`src/rtl/fir_channel_scheduler.sv`:
```
// +----------------------------------------------------------------------------+
// | fir_channel_scheduler                                                      |
// | Round-robin sharing of one multichannel FIR among NCH strobed sources.     |
// | Rev 1.0 - initial release                                                  |
// +----------------------------------------------------------------------------+
`default_nettype none

module fir_channel_scheduler #(
  parameter int NCH = 8,
  parameter int DW  = 24,
  parameter int UW  = 3
) (
  input  logic              s_axis_aclk,
  input  logic              s_axis_arstn,
  input  logic [NCH*DW-1:0] in_data,
  input  logic [NCH-1:0]    in_strobe,
  input  logic [NCH-1:0]    ch_enable,
  input  logic              ovr_clear,
  output logic [DW-1:0]     m_axis_tdata,
  output logic              m_axis_tvalid,
  input  logic              m_axis_tready,
  output logic [UW-1:0]     m_axis_tuser,
  output logic [NCH-1:0]    pending,
  output logic [NCH-1:0]    overrun
);

  logic [DW-1:0]  r_hold [NCH];
  logic [NCH-1:0] r_pending;
  logic [NCH-1:0] r_overrun;
  logic           r_tvalid;
  logic [DW-1:0]  r_tdata;
  logic [UW-1:0]  r_tuser;
  logic [UW-1:0]  r_rr_ptr;

  logic [NCH-1:0] w_req;
  logic [NCH-1:0] w_strb;
  logic [NCH-1:0] w_drain;
  logic [NCH-1:0] w_ovr_set;
  logic [NCH-1:0] w_capture;
  logic           w_load;
  logic           w_accept;
  logic           w_found;
  logic [UW-1:0]  w_grant;
  logic [UW-1:0]  w_idx;
  logic [UW:0]    w_sum;
  logic [UW-1:0]  w_rr_next;

  assign w_req    = r_pending & ch_enable;
  assign w_accept = r_tvalid & m_axis_tready;
  assign w_load   = (~r_tvalid | m_axis_tready) & (|w_req);

  // Scan from rr_ptr upward, wrapping at NCH rather than 2**UW.
  always_comb begin
    w_found = 1'b0;
    w_grant = '0;
    w_idx   = '0;
    w_sum   = '0;
    for (int i = 0; i < NCH; i++) begin
      w_sum = {1'b0, r_rr_ptr} + (UW+1)'(i);
      if (w_sum >= (UW+1)'(NCH))
        w_sum = w_sum - (UW+1)'(NCH);
      w_idx = w_sum[UW-1:0];
      if (!w_found && w_req[w_idx]) begin
        w_found = 1'b1;
        w_grant = w_idx;
      end
    end
  end

  assign w_rr_next = (w_grant == UW'(NCH-1)) ? '0 : w_grant + UW'(1);
  assign w_drain   = w_load ? (NCH'(1) << w_grant) : '0;

  // A strobe on the drain cycle refills the slot; otherwise the oldest sample wins.
  assign w_strb    = in_strobe & ch_enable;
  assign w_ovr_set = w_strb & r_pending & ~w_drain;
  assign w_capture = w_strb & ~w_ovr_set;

  for (genvar k = 0; k < NCH; k++) begin : g_hold
    always_ff @(posedge s_axis_aclk or negedge s_axis_arstn) begin
      if (!s_axis_arstn)
        r_hold[k] <= '0;
      else if (w_capture[k])
        r_hold[k] <= in_data[k*DW +: DW];
    end
  end

  always_ff @(posedge s_axis_aclk or negedge s_axis_arstn) begin
    if (!s_axis_arstn) begin
      r_pending <= '0;
      r_overrun <= '0;
    end else begin
      r_pending <= ch_enable & ((r_pending & ~w_drain) | w_capture);
      r_overrun <= w_ovr_set | (r_overrun & ~{NCH{ovr_clear}});
    end
  end

  always_ff @(posedge s_axis_aclk or negedge s_axis_arstn) begin
    if (!s_axis_arstn) begin
      r_tvalid <= 1'b0;
      r_tdata  <= '0;
      r_tuser  <= '0;
      r_rr_ptr <= '0;
    end else if (w_load) begin
      r_tvalid <= 1'b1;
      r_tdata  <= r_hold[w_grant];
      r_tuser  <= w_grant;
      r_rr_ptr <= w_rr_next;
    end else if (w_accept) begin
      r_tvalid <= 1'b0;
    end
  end

  assign m_axis_tdata  = r_tdata;
  assign m_axis_tvalid = r_tvalid;
  assign m_axis_tuser  = r_tuser;
  assign pending       = r_pending;
  assign overrun       = r_overrun;

endmodule

`default_nettype wire
```
`config.mk`:
```
export PLATFORM = sky130hd
export DESIGN_NAME = fir_channel_scheduler
export DESIGN_NICKNAME = d
export VERILOG_FILES = /design/src/rtl/fir_channel_scheduler.sv
export SDC_FILE = /design/constraint.sdc
export NUM_CORES = 1
export LEC_CHECK = 0
export CAP_MARGIN = 20
export CELL_PAD_IN_SITES_DETAIL_PLACEMENT = 2
export CELL_PAD_IN_SITES_GLOBAL_PLACEMENT = 2
export CORE_MARGIN = 2
export CORE_UTILIZATION = 30
export CTS_BUF_LIST = sky130_fd_sc_hd__clkbuf_4 sky130_fd_sc_hd__clkbuf_8 sky130_fd_sc_hd__clkbuf_16
export DETAILED_ROUTE_END_ITERATION = 8
export PLACE_DENSITY_LB_ADDON = 0.1
export SYNTH_ARGS = -nofsm -noshare
export SYNTH_HDL_FRONTEND = slang
export SYNTH_SLANG_ARGS = --single-unit
```
`constraint.sdc`:
```
create_clock -name s_axis_aclk -period 8.24 [get_ports s_axis_aclk]
set_input_delay 1.236 -clock s_axis_aclk [delete_from_list [all_inputs] [get_ports s_axis_aclk]]
set_output_delay 1.236 -clock s_axis_aclk [all_outputs]
set_load 0.05 [all_outputs]
```
==> reports/metrics.yaml <==
clock_tree:
  cts-buffers-inserted: 30
  h-tree-depth: 1
  clkSinkCount: 239
  path_clk_slew_ns: 0.06
  clockBufferDepth: 3
  post_cts_buffers: 0
  cts_resized: 0
  clk_latency_ns: 0.58
  ctsHoldBuffers: 0
  cts_tree: "done"
  cts_root_buffer: "clkbuf_16"
timing:
  hold_slack_ns: 0.5040
  tns_ns: 0
  worstMarginPinSlew_ns: 1.114
  finalSetupViolations: 0
  final-hold-violation-count: 0
  slew_viol_final: 0
  fin_crit_sh_pct: 73.82
  clock-skew-final_ns: 0.01463
  rsz0062_at_grt: "no"
  slew_headroom_pct: 25.72
  fmax_mhz: 164.4
  fin_crit_ns: 6.083
yosys:
  synth-edff-count: 0
  yosysSeqAreaShare_pct: 44.71
  syn_nets: 1430
  yosys_most_used_dff: "dfrtp_1"
  ys_ff_latch: 239
  synth_top_area_share_pct: 44.71
  yosysWarnings: 0
  synthCells: 1214
  yosys-top-cells-area: "dfrtp_1 45%, mux2_1 8.2%, mux2i_1 7.3%"
  synth.distinct_cells: 72
  syn_avg_cell_area_um2: 11.02
  synth_area_um2: 13380
  synthArstFlopShare_pct: 100.0
  yosys.area.top_type: "dfrtp_1"
critical_path:
  crit_path_max_incr_delay_ns: 1.03
  path_max_fanout: 76
  critPathRequiredTime_ns: 8.69
  path_cells: "inv_2 > ha_1 > inv_1 > mux4_2 > nand4b_4 > nor3_1 > o31ai_4 > inv_2 > ha_1 > ha_1 > nand2_1 > a21oi_4 > mux2_2"
  slowest_stage: "dfrtp_4"
  cp_top_family: "compound AO/OA/AOI/OAI gates"
  crit_arrival_ns: 6.53
  endpoint_kind: "register"
  crit_top_cell: "ha_1"
  worst-setup-path-type: "reg2reg"
  start_kind: "register"
  crit_buf_inv: 3
place:
  dp_hpwl_mm: 37.35
  gp_congestion: 0.8518
  port_buffers: 255
  place_area_um2: 16470
  dp.cells: 1991
floorplan:
  die_x_um: 215.2
  io_pins: 256
  die_h_um: 215.2
  rows: 77
  dieArea_um2: 46290
  initial_utilization_pct: 30.32
  core-area_um2: 44120
job:
  drv_cap: 0
route:
  drtIter0Drc: 520
  dr.pass1.iters: 5
  drcViolationCount: 0
  via_per_inst: 5.452
  dr_total_vias: 11140
  wl_per_cell_um: 26.17
  drt-total-wl_mm: 53.50
  ant_nets: 0
hold_path:
  hold_path_class: "reg2reg"
global_routing:
  grt_max_degree: 150
  grt_overflow: 0
  grt_pass1_wl_mm: 81.04
  grt_use_total_pct: 23.04
  grt_pass1_vias: 12220
  antenna_found_initial: 1
outcome:
  status: "finished, final reports clean"
pwr:
  powerDensity_nw_per_um2: 533.9
  p_leak_nw: 7.260
  peakVddDrop_mv: 0.3781
finish:
  stdcell_count: 2044
  final_cell_mix: "254 x clkdlybuf4s50_1, 238 x dfrtp_1, 170 x nand2_1, 98 x mux2i_1, 98 x mux2_1"
  mostFrequentLayoutCell: "clkdlybuf4s50_1"
  design_area_um2: 17510
  drive_gt1_share_pct: 14.05
  diodes: 0
  area_delta_synth_final_pct: 30.87
  nNetsFinal: 1647
[cell usage after synthesis (17+ instances only)]
library cell / instances
mux2_1: 98
o211ai_1: 58
mux2_2: 75
inv_1: 17
mux2_4: 20
clkbuf_1: 46
a211oi_1: 20
dfrtp_1: 239
nand4_1: 43
buf_2: 22
a211o_1: 18
mux2i_1: 98
o2111ai_1: 34
a21oi_1: 44
nand2_1: 170
nand3_1: 35
[layout make-up]
class / count / area (um^2)
multi-input combinational: 864 / 6920
tap: 592 / 740.7
timing repair buffer: 275 / 2740
clock inverter: 6 / 80.08
fill: 4680 / 26620
clock buffer: 47 / 958.4
inverter: 21 / 81.33
sequential: 239 / 5984
[per-layer routing]
metal	share of wire (%)	up-vias	global-route usage [%]
li1	-	4993	-
met1	45	5865	30.89
met2	49	227	39.43
met3	3.6	59	3.326
met4	2.2	0	4.920
met5	0	-	0
[cell families (layout without fill, tap and decap cells)]
logic type | after synthesis | count (layout) | share of synthesized area [%]
compound gates | 259 | 259 | 14.36
xor+xnor | 3 | 3 | 0.1965
fa+ha+maj | 4 | 4 | 0.3742
buf+inv | 111 | 349 | 4.134
flops | 239 | 239 | 44.71
mux | 299 | 299 | 25.49
simple gates | 299 | 299 | 10.74
[registers in the layout, indices dropped and copies added (netlist names)]
signal / count
overrun: 8
m_axis_tuser: 3
m_axis_tvalid: 1
r_hold: 192
m_axis_tdata: 24
r_rr_ptr: 3
pending: 8
[worst reg2reg max path, delay by kind of cell, from the launching register on]
family | cells | cell delay [ns]
adders and majority gates | 3 | 0.82
DFF | 1 | 1.03
muxes | 2 | 1.05
and+or+nand+nor | 3 | 1.17
buffers and inverters | 3 | 0.68
AOI/OAI and AO/OA | 2 | 1.20
[per-stage QoR]
stage | total power, mW | worst slack (ns) | utilization, %
after floorplan | 5.983 | 3.510 | -
after CTS | 9.483 | 2.081 | 39.67
final | 9.346 | 2.157 | 39.67
after detailed placement | 8.027 | 2.025 | 37.32
after global placement | 7.867 | 1.954 | 37.26
after global routing | 9.996 | 1.835 | 39.67
[final timing paths]
kind                                 start              end  slack [ns]  cells after the start
max in group asynchronous     s_axis_arstn       r_hold[18]        6.21                      2
setup reg to reg               r_rr_ptr[0]        r_hold[5]        2.16                     13
setup / recovery               r_rr_ptr[0]        r_hold[5]        2.16                     13
min in group asynchronous     s_axis_arstn      r_hold[100]        0.71                      1
hold / removal             m_axis_tdata[7]  m_axis_tdata[7]        0.50                      2
hold reg to reg            m_axis_tdata[7]  m_axis_tdata[7]        0.50                      2
[where the power goes]
part	switching, mW	internal (mW)	total [mW]
logic	3.65	2.16	5.80
clock network	0.532	0.851	1.38
registers	0.504	1.65	2.16
Note: power is estimated with default switching activity, not from simulation.
